[config.mk]
export PLATFORM = sky130hd
export DESIGN_NAME = fpcvt_sched
export DESIGN_NICKNAME = d
export VERILOG_FILES = /design/src/rtl/fpcvt_sched_pkg.sv /design/src/rtl/fpcvt_sched_fpcvt.sv /design/src/rtl/fpcvt_sched.sv
export SDC_FILE = /design/constraint.sdc
export NUM_CORES = 1
export LEC_CHECK = 0
export CAP_MARGIN = 20
export CORE_MARGIN = 2
export CORE_UTILIZATION = 35
export CTS_CLUSTER_DIAMETER = 120
export DETAILED_ROUTE_END_ITERATION = 7
export GPL_ROUTABILITY_DRIVEN = 0
export SLEW_MARGIN = 20
export SYNTH_ARGS = -nofsm -noshare
export SYNTH_HDL_FRONTEND = slang
export SYNTH_SLANG_ARGS = --single-unit
[constraint.sdc]
create_clock -name clk -period 5.5 [get_ports clk]
set_clock_uncertainty 0.2 [all_clocks]
set_input_delay 1.1 -clock clk [delete_from_list [all_inputs] [get_ports clk]]
set_output_delay 1.1 -clock clk [all_outputs]
set_load 0.01 [all_outputs]
[src/rtl/fpcvt_sched_pkg.sv]
// Shared definitions for the fpcvt_sched block: FSM state encoding and
// operand/result field widths.
package fpcvt_sched_pkg;

    localparam int DATA_W = 12;
    localparam int E_W    = 3;
    localparam int F_W    = 4;
    localparam int ID_W   = 2;

    typedef enum logic [1:0] {
        IDLE = 2'd0,
        CONV = 2'd1,
        HOLD = 2'd2
    } state_t;

endpackage

[src/rtl/fpcvt_sched_fpcvt.sv]
// FPCVT converter: 12-bit two's-complement operand to a sign / 3-bit exponent /
// 4-bit significand value, where value ~= F * 2^E.
// The magnitude is normalised so F holds the four bits starting at the leading
// one (or the raw low bits when the magnitude is below 16). The bit just below
// F rounds the result up. A rounding carry out of F renormalises to F=1000 with
// E+1, and saturates at E=7, F=1111. -2048 has no positive counterpart, so its
// magnitude is clamped to 2047, which then saturates through the same path.
module fpcvt_sched_fpcvt
    import fpcvt_sched_pkg::*;
(
    input  logic [DATA_W-1:0] d,
    output logic              s,
    output logic [E_W-1:0]    e,
    output logic [F_W-1:0]    f
);

    logic [DATA_W-1:0] mag;
    logic [E_W-1:0]    exp_raw;
    logic [F_W-1:0]    sig_raw;
    logic              rnd;
    logic [F_W:0]      sig_sum;

    // Sign/magnitude split, leading-one search, truncation and rounding.
    always_comb begin
        s   = d[DATA_W-1];
        mag = s ? (~d + 1'b1) : d;
        if (mag[DATA_W-1]) begin
            mag = {1'b0, {(DATA_W-1){1'b1}}};
        end

        // Highest set bit at position F_W-1+k gives exponent k.
        exp_raw = '0;
        for (int i = F_W; i < DATA_W - 1; i++) begin
            if (mag[i]) begin
                exp_raw = E_W'(i - F_W + 1);
            end
        end

        sig_raw = F_W'(mag >> exp_raw);
        rnd     = (exp_raw != '0) ? mag[exp_raw - 1'b1] : 1'b0;
        sig_sum = {1'b0, sig_raw} + {{F_W{1'b0}}, rnd};

        e = exp_raw;
        f = sig_sum[F_W-1:0];
        if (sig_sum[F_W]) begin
            if (exp_raw == '1) begin
                e = '1;
                f = '1;
            end else begin
                e = exp_raw + 1'b1;
                f = {1'b1, {(F_W-1){1'b0}}};
            end
        end
    end

endmodule

[src/rtl/fpcvt_sched.sv]
// fpcvt_sched: round-robin arbiter in front of a single FPCVT converter.
// One request is accepted at a time; its result is presented two cycles after
// the accept and held until the consumer takes it.
//
// Handshakes: a request transfers when req_valid[i] & req_ready[i] at a rising
// edge; req_ready is a combinational one-hot grant, only ever offered in IDLE
// and never while rst is high. A result transfers when out_valid & out_ready;
// out_* stay stable while out_valid is high and out_ready is low.
module fpcvt_sched
    import fpcvt_sched_pkg::*;
#(
    parameter int N_REQ = 4,
    parameter int CNT_W = 16
) (
    input  logic                    clk,
    input  logic                    rst,
    input  logic [N_REQ-1:0]        req_valid,
    input  logic [N_REQ*DATA_W-1:0] req_d,
    output logic [N_REQ-1:0]        req_ready,
    output logic                    out_valid,
    input  logic                    out_ready,
    output logic                    out_s,
    output logic [E_W-1:0]          out_e,
    output logic [F_W-1:0]          out_f,
    output logic [ID_W-1:0]         out_id,
    output logic                    busy,
    output logic [CNT_W-1:0]        conv_count,
    output logic [1:0]              fsm_state
);

    state_t            state;
    state_t            state_next;
    logic [ID_W-1:0]   rr_ptr;
    logic [DATA_W-1:0] d_reg;
    logic [ID_W-1:0]   id_reg;

    logic [2*N_REQ-2:0] req_dbl;
    logic [N_REQ-1:0]   req_rot;
    logic [ID_W-1:0]    grant_off;
    logic [ID_W-1:0]    grant_idx;
    logic               grant_hit;
    logic               accept;
    logic               result_done;

    logic              cvt_s;
    logic [E_W-1:0]    cvt_e;
    logic [F_W-1:0]    cvt_f;

    // Rotate the requests so rr_ptr lands at bit 0, take the lowest set bit,
    // then rotate the winner's index back.
    always_comb begin
        req_dbl   = {req_valid[N_REQ-2:0], req_valid};
        req_rot   = req_dbl[rr_ptr +: N_REQ];
        grant_off = '0;
        for (int i = N_REQ - 1; i >= 0; i--) begin
            if (req_rot[i]) begin
                grant_off = ID_W'(i);
            end
        end
        grant_idx = rr_ptr + grant_off;
        grant_hit = |req_valid;
    end

    assign accept      = |(req_valid & req_ready);
    assign result_done = out_valid & out_ready;

    // FSM state register.
    always_ff @(posedge clk) begin
        if (rst) begin
            state <= IDLE;
        end else begin
            state <= state_next;
        end
    end

    // FSM next-state: IDLE -> CONV on accept, CONV -> HOLD always,
    // HOLD -> IDLE when the result is taken.
    always_comb begin
        state_next = state;
        case (state)
            IDLE:    if (accept)    state_next = CONV;
            CONV:                   state_next = HOLD;
            HOLD:    if (out_ready) state_next = IDLE;
            default:                state_next = IDLE;
        endcase
    end

    // FSM outputs: grant only in IDLE outside reset, result valid only in HOLD.
    always_comb begin
        req_ready = '0;
        if ((state == IDLE) && !rst && grant_hit) begin
            req_ready = N_REQ'(1) << grant_idx;
        end
        out_valid = (state == HOLD);
        busy      = (state != IDLE);
        fsm_state = state;
    end

    // Datapath: capture the granted operand, register the converter result in
    // CONV, advance the round-robin pointer and count completed results.
    always_ff @(posedge clk) begin
        if (rst) begin
            rr_ptr     <= '0;
            d_reg      <= '0;
            id_reg     <= '0;
            out_s      <= 1'b0;
            out_e      <= '0;
            out_f      <= '0;
            conv_count <= '0;
        end else begin
            if (accept) begin
                d_reg  <= req_d[int'(grant_idx)*DATA_W +: DATA_W];
                id_reg <= grant_idx;
                rr_ptr <= grant_idx + 1'b1;
            end
            if (state == CONV) begin
                out_s <= cvt_s;
                out_e <= cvt_e;
                out_f <= cvt_f;
            end
            if (result_done) begin
                conv_count <= conv_count + 1'b1;
            end
        end
    end

    assign out_id = id_reg;

    fpcvt_sched_fpcvt u_fpcvt (
        .d (d_reg),
        .s (cvt_s),
        .e (cvt_e),
        .f (cvt_f)
    );

endmodule

==> reports/results.txt, run 1 <==
number of flops mapped to enable cells by yosys -> 0
die height -> 101 microns
max-slew violations -> 0
Post-DP Area -> 0.00424 sq mm
Slew @ Worst Pin -> 1050 ps
Critical Path Sink Type -> flop
number of fill cells in the layout -> 891
post-DR vias/cell -> 5.67
Starting Density -> 36.0%
area taken by multi-input logic gates -> 0.00228 sq mm
CTS sink count -> 42
Routed Antenna Nets -> 0
fmax -> 196 MHz
CP max-delay cell -> or3b_1
WL final -> 9160 microns
Die ar. -> 0.0103 sq mm
pin count of the biggest net entering global routing -> 41
CTS HTree Levels -> 2
# port buffers -> 88
fin crit period -> 5110 ps
Pwr Total -> 2.94 mW
layout net count -> 527
WP data required -> 5500 ps
DRC Markers -> 0
status -> complete, no violations
startpoint types -> flop
top cell type's share of synthesized area -> 25.4%
sequential area share after synthesis -> 25.4%
row count -> 35
final instance area -> 0.00436 sq mm
vias in the first global route -> 3056
Max Root-Sink Buffers -> 2
share of layout cells above drive strength 1 -> 10.4%
CP startpoint -> d_reg[0]
setup bufs post-CTS -> 0
RSZ-0062 raised after global routing -> no
crit path DAT -> 5120 ps
static leakage -> 1.59 nW
Synth Flop Type -> dfxtp_1
syn nets -> 455
register area -> 841 sq um
max cap viols -> 0
DR pass1 iterations -> 5
clock slew at reported path FFs -> 100 ps
antenna fix cells -> 0
Post-synth ARST share -> 0%
area growth from synthesis to layout -> 31.4%
top cells by area, synth -> dfxtp_1 25%, mux4_2 8.2%, nor2_1 6.9%
Yosys cell types -> 75
initial antenna violation count -> 0
most frequent CP cell -> ha_1
PostCTS Resize Cnt -> 0
grt ovf -> 0
crit-path leading delay family -> compound AO/OA/AOI/OAI gates
die width -> 101 microns
DP HPWL -> 7050 microns
synth warn -> 0
Mapped Area -> 0.00331 sq mm
hold_sp -> out_s
crit-path cells -> inv_1 > ha_1 > or3b_1 > o31ai_1 > a2bb2oi_2 > a2111oi_4 > or2b_4 > inv_1 > ha_1 > a221oi_1 > a31oi_1 > a221oi_1 > a21oi_1 > ha_1 > ha_1 > inv_1 > a31oi_1 > a21o_1 > o221a_1
mean post-synth cell area -> 8.54 sq um
crit share post-route -> 93.0%
maximum vdd drop -> 0.291 mV
Yosys top cell by area -> dfxtp_1
drt first-iter violations -> 253
# IOs -> 89
Slew Limit Headroom -> 30.2%
count leader, synth -> nor2_1
FF+latch count, synth -> 42
Worst Setup Path Type -> flop to flop
TNS Setup -> 0 ps
Hold Vio Cnt, Final -> 0
CP max stage delay -> 500 ps
gr usage total -> 18.1%
Crit Path Max Fanout -> 9
Core ar. -> 0.00920 sq mm
Root Driver -> clkbuf_8
first-pass GRT wire length -> 15100 microns
Post-synth top cells -> 61 x nor2_1, 42 x dfxtp_1, 22 x nand2_1, 19 x clkbuf_1, 17 x o21ai_0
worst path bufs/invs -> 3
CTS buffer count -> 5
Worst Hold Class -> flop to flop
Cells after Synth -> 388
Largest register FFs -> 16
final setup vio count -> 0
WL per Instance -> 16.0 microns
Worst-Skew Late Latency -> 300 ps
hold buffers post-CTS -> 0
Power Density -> 674 mW/mm^2
reg2reg start -> d_reg[0]
CTS tree -> yes
vias -> 3245
[logic make-up after synthesis]
kind of cell / Yosys count / synth area share (%)
muxes: 23 / 11.5
buffers and inverters: 42 / 5.85
xor gates and xnor gates: 19 / 5.02
and+or+nand+nor: 146 / 23.3
AOI/OAI and AO/OA: 104 / 24.5
adders and majority gates: 12 / 4.53
DFF: 42 / 25.4
[final cells by class]
cell class	count	share of cell area, %
Timing Repair Buffer	95	21.4
Inverter	12	1.03
Multi-Input combinational cell	304	52.3
Clock buffer	5	1.58
Tap cell	111	3.19
Clock inverter	3	1.12
Sequential cell	42	19.3
[final timing paths]
check                                 to  slack (ps)  depth (start not counted)
worst min-delay path               out_s         290                          2
worst min register to register     out_s         290                          2
worst max-delay path            out_f[0]         390                         19
worst max register to register  out_f[0]         390                         19
[metrics by stage]
step / worst slack, ps / util, % / instances / hold slack, ps
after floorplan: 663 / - / 388 / 281
after global placement: 548 / 46.1 / 564 / 268
after detailed placement: 474 / 46.1 / 564 / 277
after CTS: 456 / 47.4 / 572 / 291
after global routing: 2.16 / 47.4 / 572 / 321
final: 387 / 47.4 / 572 / 291
[power by group]
part | internal, mW | switching (mW) | leakage [nW]
Combinational | 0.983 | 1.20 | 1.19
Sequential | 0.371 | 0.119 | 0.341
Clock | 0.139 | 0.124 | 0.0563
[routing by layer]
metal / part of all wire (%) / global-route usage [%] / up-vias
met5: 0 / 0 / -
met4: 1.2 / 4.37 / 0
met3: 6.1 / 3.38 / 11
met2: 46 / 28.3 / 120
met1: 47 / 25.7 / 1518
li1: - / - / 1596
[worst min-delay path: stages (launching register included)]
cell,delay (ps)
dfxtp_1,340
nand2_1,60
a21oi_1,50
[cell usage in the layout, fill, tap and decap left out, types with 6 or more instances in the layout]
cell             instances
nand2_1                 22
nor2_1                  61
mux2i_1                 11
clkdlybuf4s50_1         88
a21oi_1                 14
a211oi_1                 6
buf_4                    7
and2_1                   8
o21ai_0                 17
ha_1                    12
dfxtp_1                 42
a31oi_1                 10
nand4_1                  6
xor2_1                  14
mux4_2                  12
inv_1                   11
nand3_1                  6
nor3_1                   8
No activity file was read; power rests on OpenSTA's default activity.
==> run 2, diff against run 1 <==
--- a/config.mk
+++ b/config.mk
@@ -8,9 +8,11 @@
 export CAP_MARGIN = 20
 export CORE_MARGIN = 2
 export CORE_UTILIZATION = 35
+export CTS_BUF_LIST = sky130_fd_sc_hd__clkbuf_4 sky130_fd_sc_hd__clkbuf_8
 export CTS_CLUSTER_DIAMETER = 120
 export DETAILED_ROUTE_END_ITERATION = 7
 export GPL_ROUTABILITY_DRIVEN = 0
+export RECOVER_POWER = 50
 export SLEW_MARGIN = 20
 export SYNTH_ARGS = -nofsm -noshare
 export SYNTH_HDL_FRONTEND = slang
==> run 2 against run 1 <==
The flow now finishes with violations (max-capacitance violations, max-slew violations). Maximum frequency increased by 0.35%. Final cell count unchanged. Global-route usage unchanged. Critical path type unchanged.
==> reports/results.txt, run 2 (synthesized netlist as in run 1, its figures left out) <==
status -> finished, violations left
failing checks -> max-capacitance violations, max-slew violations
layout net count -> 527 (unchanged)
antenna fix cells -> 0 (unchanged)
row count -> 35 (unchanged)
setup bufs post-CTS -> 0 (unchanged)
Starting Density -> 36.0% (unchanged)
vias in the first global route -> 3056 (unchanged)
combinational share of power -> 74.3% (about the same)
critical path capture point -> out_f[0]
RSZ-0062 raised after global routing -> no
switch share -> 49.2% (about the same)
worst reg2reg endpoint -> out_f[0]
DRC Markers -> 0 (unchanged)
Max Root-Sink Buffers -> 2 (unchanged)
Largest register FFs -> 16 (unchanged)
post-DR vias/cell -> 5.65 (-0.46%)
CP max-delay cell -> or3b_1
area growth from synthesis to layout -> 31.3% (about the same)
Worst Hold Class -> flop to flop
first-pass GRT wire length -> 15100 microns (unchanged)
Clock power frac -> 8.9% (about the same)
grt ovf -> 0 (unchanged)
static leakage -> 1.65 nW (+4.3%)
commonest non-fill, non-tap cell in the layout -> clkdlybuf4s50_1
R2R depth -> 19 (unchanged)
CTS sink count -> 42 (unchanged)
maximum vdd drop -> 0.288 mV (-1.1%)
final setup vio count -> 0 (unchanged)
max-slew violations -> 41 (+41)
CTS tree -> yes
CP max stage delay -> 500 ps (about the same)
max cap viols -> 1 (+1)
Power Density -> 670 mW/mm^2 (-0.63%)
fin crit period -> 5100 ps (-17.6 ps)
Hold Vio Cnt, Final -> 0 (unchanged)
final non-filler cell total -> 572 (unchanged)
Crit Path Max Fanout -> 8 (-1)
initial antenna violation count -> 0 (unchanged)
Worst-Skew Late Latency -> 300 ps (about the same)
Int Pwr -> 1.48 mW (-0.78%)
die width -> 101 microns (unchanged)
Flop pwr share -> 16.8% (about the same)
pin count of the biggest net entering global routing -> 41 (unchanged)
Root Driver -> clkbuf_8
most frequent cells in the layout -> 65 x clkdlybuf4s50_1, 61 x nor2_1, 42 x dfxtp_1
NetSw -> 1.43 mW (-0.65%)
clock slew at reported path FFs -> 100 ps (about the same)
Die ar. -> 0.0103 sq mm (unchanged)
reg2reg start -> d_reg[1]
crit-path leading delay family -> compound AO/OA/AOI/OAI gates
vias -> 3230 (-0.46%)
crit share post-route -> 92.6% (-0.32 points)
crit-path cells -> inv_1 > ha_1 > or3b_1 > o31ai_1 > a2bb2oi_2 > a2111oi_4 > or2b_4 > inv_1 > ha_1 > a221oi_1 > a31oi_1 > a221oi_1 > a21oi_1 > ha_1 > ha_1 > inv_1 > a31oi_1 > a21o_1 > o221a_1
# IOs -> 89 (unchanged)
Cell Count Post-Placement -> 564 (unchanged)
Core ar. -> 0.00920 sq mm (unchanged)
WL final -> 9140 microns (-0.23%)
die height -> 101 microns (unchanged)
DR pass1 iterations -> 4 (-1)
Slew Limit Headroom -> -17.5% (-48 points)
CP startpoint -> d_reg[1]
drt first-iter violations -> 297 (+17%)
Slew @ Worst Pin -> 1760 ps (+717 ps)
gr usage total -> 18.1% (unchanged)
Critical Path Sink Type -> flop
PostCTS Resize Cnt -> 0 (unchanged)
WL per Instance -> 16.0 microns (-0.23%)
most frequent CP cell -> ha_1
fmax -> 196 MHz (+0.35%)
crit path DAT -> 5090 ps (-30 ps)
DP HPWL -> 7050 microns (unchanged)
Critical Path Stages -> 19 (unchanged)
TNS Setup -> 0 ps (unchanged)
WP data required -> 5500 ps (about the same)
worst path bufs/invs -> 3 (unchanged)
Routed Antenna Nets -> 0 (unchanged)
share of layout cells above drive strength 1 -> 10.2% (-0.22 points)
startpoint types -> flop
Worst R2R Setup Slack -> 400 ps (+20 ps)
CTS buffer count -> 5 (unchanged)
CTS HTree Levels -> 2 (unchanged)
Worst Setup Path Type -> flop to flop
hold buffers post-CTS -> 0 (unchanged)
# port buffers -> 88 (unchanged)
[run 2: cell types whose count changed in the layout (fill, tap and decap cells not counted), sizes merged]
cell and delta:
buf -1, dlygate4sd3 +23, clkbuf +1, clkdlybuf4s50 -23
[run 2: area by class of cell]
cell class,count,area [sq um]
multi-input combinational,304,2280
sequential,42,841
clock inverter,3,48.8
fill,893,4840
inverter,12,45.0
clock buffer,5,68.8
tap,111,139
timing repair buffer,95,930
[run 2: how the worst min path moves through the flow]
| stage | start | endpoint | cells past startpoint |
|---|---|---|---|
| 2_1_floorplan | out_s | out_s | 2 |
| 3_3_place_gp | out_s | out_s | 2 |
| 3_5_place_dp | out_s | out_s | 2 |
| 4_1_cts | out_s | out_s | 2 |
| 5_1_grt | out_s | out_s | 2 |
| 6_report | out_s | out_s | 2 |
[run 2: layer usage]
metal	share of wire (%)	track usage [%]	wire length, microns	up-vias
met5	0	0	0	-
met2	45	28.3	4160	120
li1	-	-	-	1597
met1	47	25.7	4270	1499
met4	1.2	4.37	114	0
met3	6.5	3.38	598	14
[run 2: worst register-to-register path: cells and delay by family (launching register included)]
family          cells  cell delay, ps
compound gates     10            2410
fa+ha+maj           4            1010
simple gates        2             740
flops               1             380
buf+inv             3             260
[run 2: power by group through the flow]
stage | clock [mW] | combinational [mW] | sequential (mW)
3_5_place_dp | 0 | 2.14 | 0.493
3_3_place_gp | 0 | 2.13 | 0.489
6_report | 0.261 | 2.16 | 0.490
5_1_grt | 0.287 | 2.38 | 0.502
2_1_floorplan | 0 | 1.69 | 0.430
4_1_cts | 0.273 | 2.16 | 0.487
[run 2: per-stage QoR]
stage / setup slack [ps] / cell area [sq um] / hold slack [ps] / util [%] / power (mW)
after floorplan: 663 / 3310 / 281 / - / 2.12
after global placement: 548 / 4240 / 268 / 46.1 / 2.62
after detailed placement: 474 / 4240 / 277 / 46.1 / 2.64
after CTS: 456 / 4360 / 291 / 47.4 / 2.92
final: 405 / 4350 / 283 / 47.3 / 2.91
after global routing: 1.61 / 4350 / 318 / 47.3 / 3.17
